$ cat config.mk
export PLATFORM = sky130hd
export DESIGN_NAME = filtro_debounce
export DESIGN_NICKNAME = d
export VERILOG_FILES = /design/src/rtl/debounce_pkg.sv /design/src/rtl/debounce_canal.sv /design/src/rtl/filtro_debounce.sv
export SDC_FILE = /design/constraint.sdc
export NUM_CORES = 1
export LEC_CHECK = 0
export ABC_AREA = 1
export BUFFER_PORTS_ARGS = -buffer_cell sky130_fd_sc_hd__buf_2
export CAP_MARGIN = 10
export CORE_AREA = 10 10 47 49
export DETAILED_ROUTE_END_ITERATION = 6
export DIE_AREA = 0 0 57 59
export PLACE_DENSITY = 0.45
export SLEW_MARGIN = 10
export SYNTH_ARGS = -nofsm -noshare
export SYNTH_HDL_FRONTEND = slang
export SYNTH_SLANG_ARGS = --single-unit
$ cat constraint.sdc
create_clock -name clk -period 0.9 [get_ports clk]
set_clock_uncertainty 0.05 [all_clocks]
set_input_delay 0.045 -clock clk [delete_from_list [all_inputs] [get_ports clk]]
set_output_delay 0.045 -clock clk [all_outputs]
set_load 0.02 [all_outputs]
$ cat src/rtl/debounce_pkg.sv
// debounce_pkg: shared constants, state type and counter-width helper for the
// two-channel input conditioner (filtro_debounce / debounce_canal).
//   ESTAVEL_PADRAO : default number of consecutive disagreeing cycles to switch
//   N_CANAIS       : default channel count
//   estado_t       : per-channel stable level (the debounced output itself)
//   largura_cnt()  : width of the debounce counter for a given ESTAVEL
package debounce_pkg;

  localparam int ESTAVEL_PADRAO = 4;
  localparam int N_CANAIS       = 2;

  // The per-channel state machine is held in the output flop: the two stable
  // levels are the only states, the counter just measures how long s2 has
  // disagreed with the current one.
  typedef enum logic {
    ESTAVEL_0 = 1'b0,
    ESTAVEL_1 = 1'b1
  } estado_t;

  // Counter must hold 0..ESTAVEL-1. Clamp to 1 bit so an out-of-range
  // parameter still elaborates to a legal width.
  function automatic int largura_cnt(input int estavel);
    return (estavel < 2) ? 1 : $clog2(estavel);
  endfunction

endpackage

$ cat src/rtl/debounce_canal.sv
// debounce_canal: one channel of the input conditioner.
//   clk   : rising-edge clock
//   rst   : synchronous, active-high reset (clears s1, s2, cnt, saida)
//   bruto : raw asynchronous input
//   saida : debounced, registered level
// Two-flop synchroniser followed by a disagreement counter. saida only follows
// s2 after ESTAVEL consecutive cycles of disagreement; one agreeing cycle
// drops the counter back to zero.
module debounce_canal
  import debounce_pkg::*;
#(
  parameter int ESTAVEL = ESTAVEL_PADRAO
) (
  input  logic clk,
  input  logic rst,
  input  logic bruto,
  output logic saida
);

  localparam int            CW      = largura_cnt(ESTAVEL);
  localparam logic [CW-1:0] CNT_MAX = CW'(ESTAVEL - 1);

  logic          s1;
  logic          s2;
  logic [CW-1:0] cnt;
  estado_t       estado;

  always_ff @(posedge clk) begin
    if (rst) begin
      s1     <= 1'b0;
      s2     <= 1'b0;
      cnt    <= '0;
      estado <= ESTAVEL_0;
    end else begin
      s1 <= bruto;
      s2 <= s1;
      if (s2 == logic'(estado)) begin
        cnt <= '0;
      end else if (cnt < CNT_MAX) begin
        cnt <= cnt + 1'b1;
      end else begin
        // ESTAVEL-th consecutive disagreeing sample: switch level, restart.
        estado <= estado_t'(s2);
        cnt    <= '0;
      end
    end
  end

  assign saida = logic'(estado);

endmodule

$ cat src/rtl/filtro_debounce.sv
// filtro_debounce: N-channel synchroniser + debouncer feeding detector_borda.
//   clk   : rising-edge clock
//   rst   : synchronous, active-high reset
//   bruto : [N-1:0] raw asynchronous inputs
//   saida : [N-1:0] debounced registered levels (to detector_borda.entrada)
// Channels are fully independent; each is one debounce_canal instance.
module filtro_debounce
  import debounce_pkg::*;
#(
  parameter int N       = N_CANAIS,
  parameter int ESTAVEL = ESTAVEL_PADRAO
) (
  input  logic         clk,
  input  logic         rst,
  input  logic [N-1:0] bruto,
  output logic [N-1:0] saida
);

  for (genvar g = 0; g < N; g++) begin : g_canal
    debounce_canal #(
      .ESTAVEL(ESTAVEL)
    ) u_canal (
      .clk  (clk),
      .rst  (rst),
      .bruto(bruto[g]),
      .saida(saida[g])
    );
  end

endmodule

==> impl_metrics.env <==
export IMPL_run_status="finished clean"
export IMPL_syn_mean_instance_area_sq_um=8.15
export IMPL_worstPathRequired_ns=1.06
export IMPL_antenna_found_initial=0
export IMPL_ys_seq_area_frac=0.502
export IMPL_die_w_um=57
export IMPL_drtPass1Iterations=3
export IMPL_rows=14
export IMPL_post_route_cell_area_sq_um=537
export IMPL_final_layout_size_suffix_gt1_frac=0.421
export IMPL_rsz0062_at_grt="yes"
export IMPL_globalplace_congestion=0.607
export IMPL_vias=288
export IMPL_power_leakage_nw=0.224
export IMPL_antenna_cells=0
export IMPL_synth_top_area_frac=0.502
export IMPL_vias_per_cell=3.95
export IMPL_post_route_drc_count=0
export IMPL_clk_insertion_delay_late_ns=0.26
export IMPL_clock_path_buffers=2
export IMPL_synth_largest_area_cell="dfxtp_1"
export IMPL_die_area_sq_mm=0.00336
export IMPL_grt_overflow=0
export IMPL_initial_core_util=0.285
export IMPL_dpl_cell_area_sq_um=418
export IMPL_fmax_ghz=1.11
export IMPL_critical_path_arrival_ns=1.06
export IMPL_fin_ws_ns=0.000462
export IMPL_crit_fanout=3
export IMPL_synthTopCellsByArea="dfxtp_1 50%, inv_1 11%, nor2_1 11%"
export IMPL_grt_pass1_vias=259
export IMPL_syn_nets=55
export IMPL_grt_usage=0.0428
export IMPL_post_cts_buffers=0
export IMPL_final_max_slew_viol_count=0
export IMPL_fin_cells=73
export IMPL_synth_edf_count=0
export IMPL_die_y_um=59
export IMPL_syn_inst=49
export IMPL_layout_min_cycle_time_ns=0.900
export IMPL_synth_distinct_cells=12
export IMPL_synthToLayoutAreaGrowth_pct=34.5
export IMPL_crit_path_start_kind="flip-flop"
export IMPL_yosysWarnings=0
export IMPL_ios=6
export IMPL_finalHoldViolations=0
export IMPL_portBuffers=5
export IMPL_dp_cells=67
export IMPL_slew_limit_headroom=0.857
export IMPL_vdd_drop_max_v=0.000750
export IMPL_clock_sinks=10
export IMPL_ys_ff_latch=10
export IMPL_hold_path_class="primary input to flip-flop"
export IMPL_finalSetupViolCount=0
export IMPL_cap_violations=0
export IMPL_synth_async_reset_ratio=0
export IMPL_wl_per_cell_um=8.55
export IMPL_grt_pass1_wl_mm=1.01
export IMPL_numCtsBuffers=3
export IMPL_cts_root_buf="clkbuf_4"
export IMPL_detailedPlace_worstSlack_ns=-0.0325
export IMPL_grt_max_degree=9
export IMPL_end_kind="flip-flop"
export IMPL_drt_iter0_drc=2
export IMPL_synth_common_cells="12 x inv_1, 12 x nor2_1, 10 x dfxtp_1, 4 x nand2_1"
export IMPL_period_share=0.999
export IMPL_nets=64
export IMPL_power_mw=0.905
export IMPL_core_area_sq_mm=0.00140
export IMPL_wl_um=624
export IMPL_syn_area_sq_um=399
export IMPL_ant_nets=0
export IMPL_p_per_area_mw_per_mm2=1690
export IMPL_worst_pin_slew_ns=0.215
export IMPL_critPathKind="flip-flop to flip-flop"
export IMPL_path_clk_slew_ns=0.07
export IMPL_cts_tree="yes"
export IMPL_htree_levels=1
export IMPL_synth_main_ff_cell="dfxtp_1"
export IMPL_r2r_slack_ns=0.0005
-- final timing paths --
| check | from | cells after the start | to |
|---|---|---|---|
| max | g_canal[0].u_canal.cnt[0]$_SDFF_PP0_ | 4 | g_canal[0].u_canal.cnt[0]$_SDFF_PP0_ |
| min | rst | 2 | g_canal[0].u_canal.s1$_SDFF_PP0_ |
| max reg2reg | g_canal[0].u_canal.cnt[0]$_SDFF_PP0_ | 4 | g_canal[0].u_canal.cnt[0]$_SDFF_PP0_ |
| min reg2reg | g_canal[1].u_canal.s1$_SDFF_PP0_ | 2 | g_canal[1].u_canal.s2$_SDFF_PP0_ |
-- cell families (layout without fill, tap and decap cells) --
family,count (synthesis),count (layout),synth area share
fa+ha+maj,2,2,0.0627
flops,10,10,0.502
buf+inv,15,23,0.179
simple gates,22,22,0.257
-- where the power goes --
| part | internal [mW] | switching [mW] | total [mW] |
|---|---|---|---|
| logic | 0.0230 | 0.0215 | 0.0446 |
| registers | 0.454 | 0.00665 | 0.461 |
| clock network | 0.245 | 0.155 | 0.400 |
| total | 0.722 | 0.183 | 0.905 |
-- state kept, by name, indices dropped and copies added, names as in the netlist --
signal / count
g_canal.u_canal.cnt: 4
g_canal.u_canal.s1: 2
g_canal.u_canal.s2: 2
g_canal.u_canal.saida: 2
-- final cells by class --
| class | count | area (sq um) |
|---|---|---|
| Clock buffer | 4 | 36.3 |
| Multi-Input combinational cell | 24 | 175 |
| Fill cell | 155 | 865 |
| Sequential cell | 10 | 206 |
| Tap cell | 16 | 20.0 |
| Inverter | 12 | 45.0 |
| Timing Repair Buffer | 7 | 53.8 |
-- metrics by stage --
| step | hold slack, ns | setup TNS (ns) | util |
|---|---|---|---|
| final | 0.0431 | 0 | 0.383 |
| after global routing | 0.0512 | -0.143 | 0.383 |
| after CTS | 0.0199 | -0.00202 | 0.347 |
| after detailed placement | 0.203 | -0.102 | 0.298 |
| after global placement | 0.193 | -0.0439 | 0.298 |
| after floorplan | 0.102 | 0 | - |
-- layout by cell type (no fill, tap or decap) --
master / instances
nand3_2: 2
nand2_1: 4
dfxtp_1: 5
clkbuf_4: 3
nor2_4: 2
dlygate4sd3_1: 2
ha_4: 2
clkbuf_8: 1
buf_2: 3
buf_6: 1
nor3_2: 1
nor3_1: 1
dfxtp_2: 5
nor2_1: 9
inv_1: 12
buf_4: 1
nor2_2: 3
-- per-layer routing --
| layer | GRT usage | part of all wire | up-vias | wire length [um] |
|---|---|---|---|---|
| li1 | - | - | 156 | - |
| met1 | 0.0369 | 0.48 | 123 | 301 |
| met2 | 0.0558 | 0.42 | 7 | 260 |
| met3 | 0.0300 | 0.079 | 2 | 49 |
| met4 | 0.0604 | 0.019 | 0 | 12 |
| met5 | 0 | 0 | - | 0 |
-- worst max-delay path, cell delays in order, from the launching register on --
cell,delay (ns)
dfxtp_2,0.34
ha_4,0.17
nor2_4,0.08
nand3_2,0.09
nor2_2,0.11
-- what timing repair did --
action	CTS	global route
hold buffers	2	0
endpoints found under the setup margin	7	7
hold endpoints to repair	2	0
pin swaps	1	4
resized for setup	6	12
No activity file was read; power rests on OpenSTA's default activity.
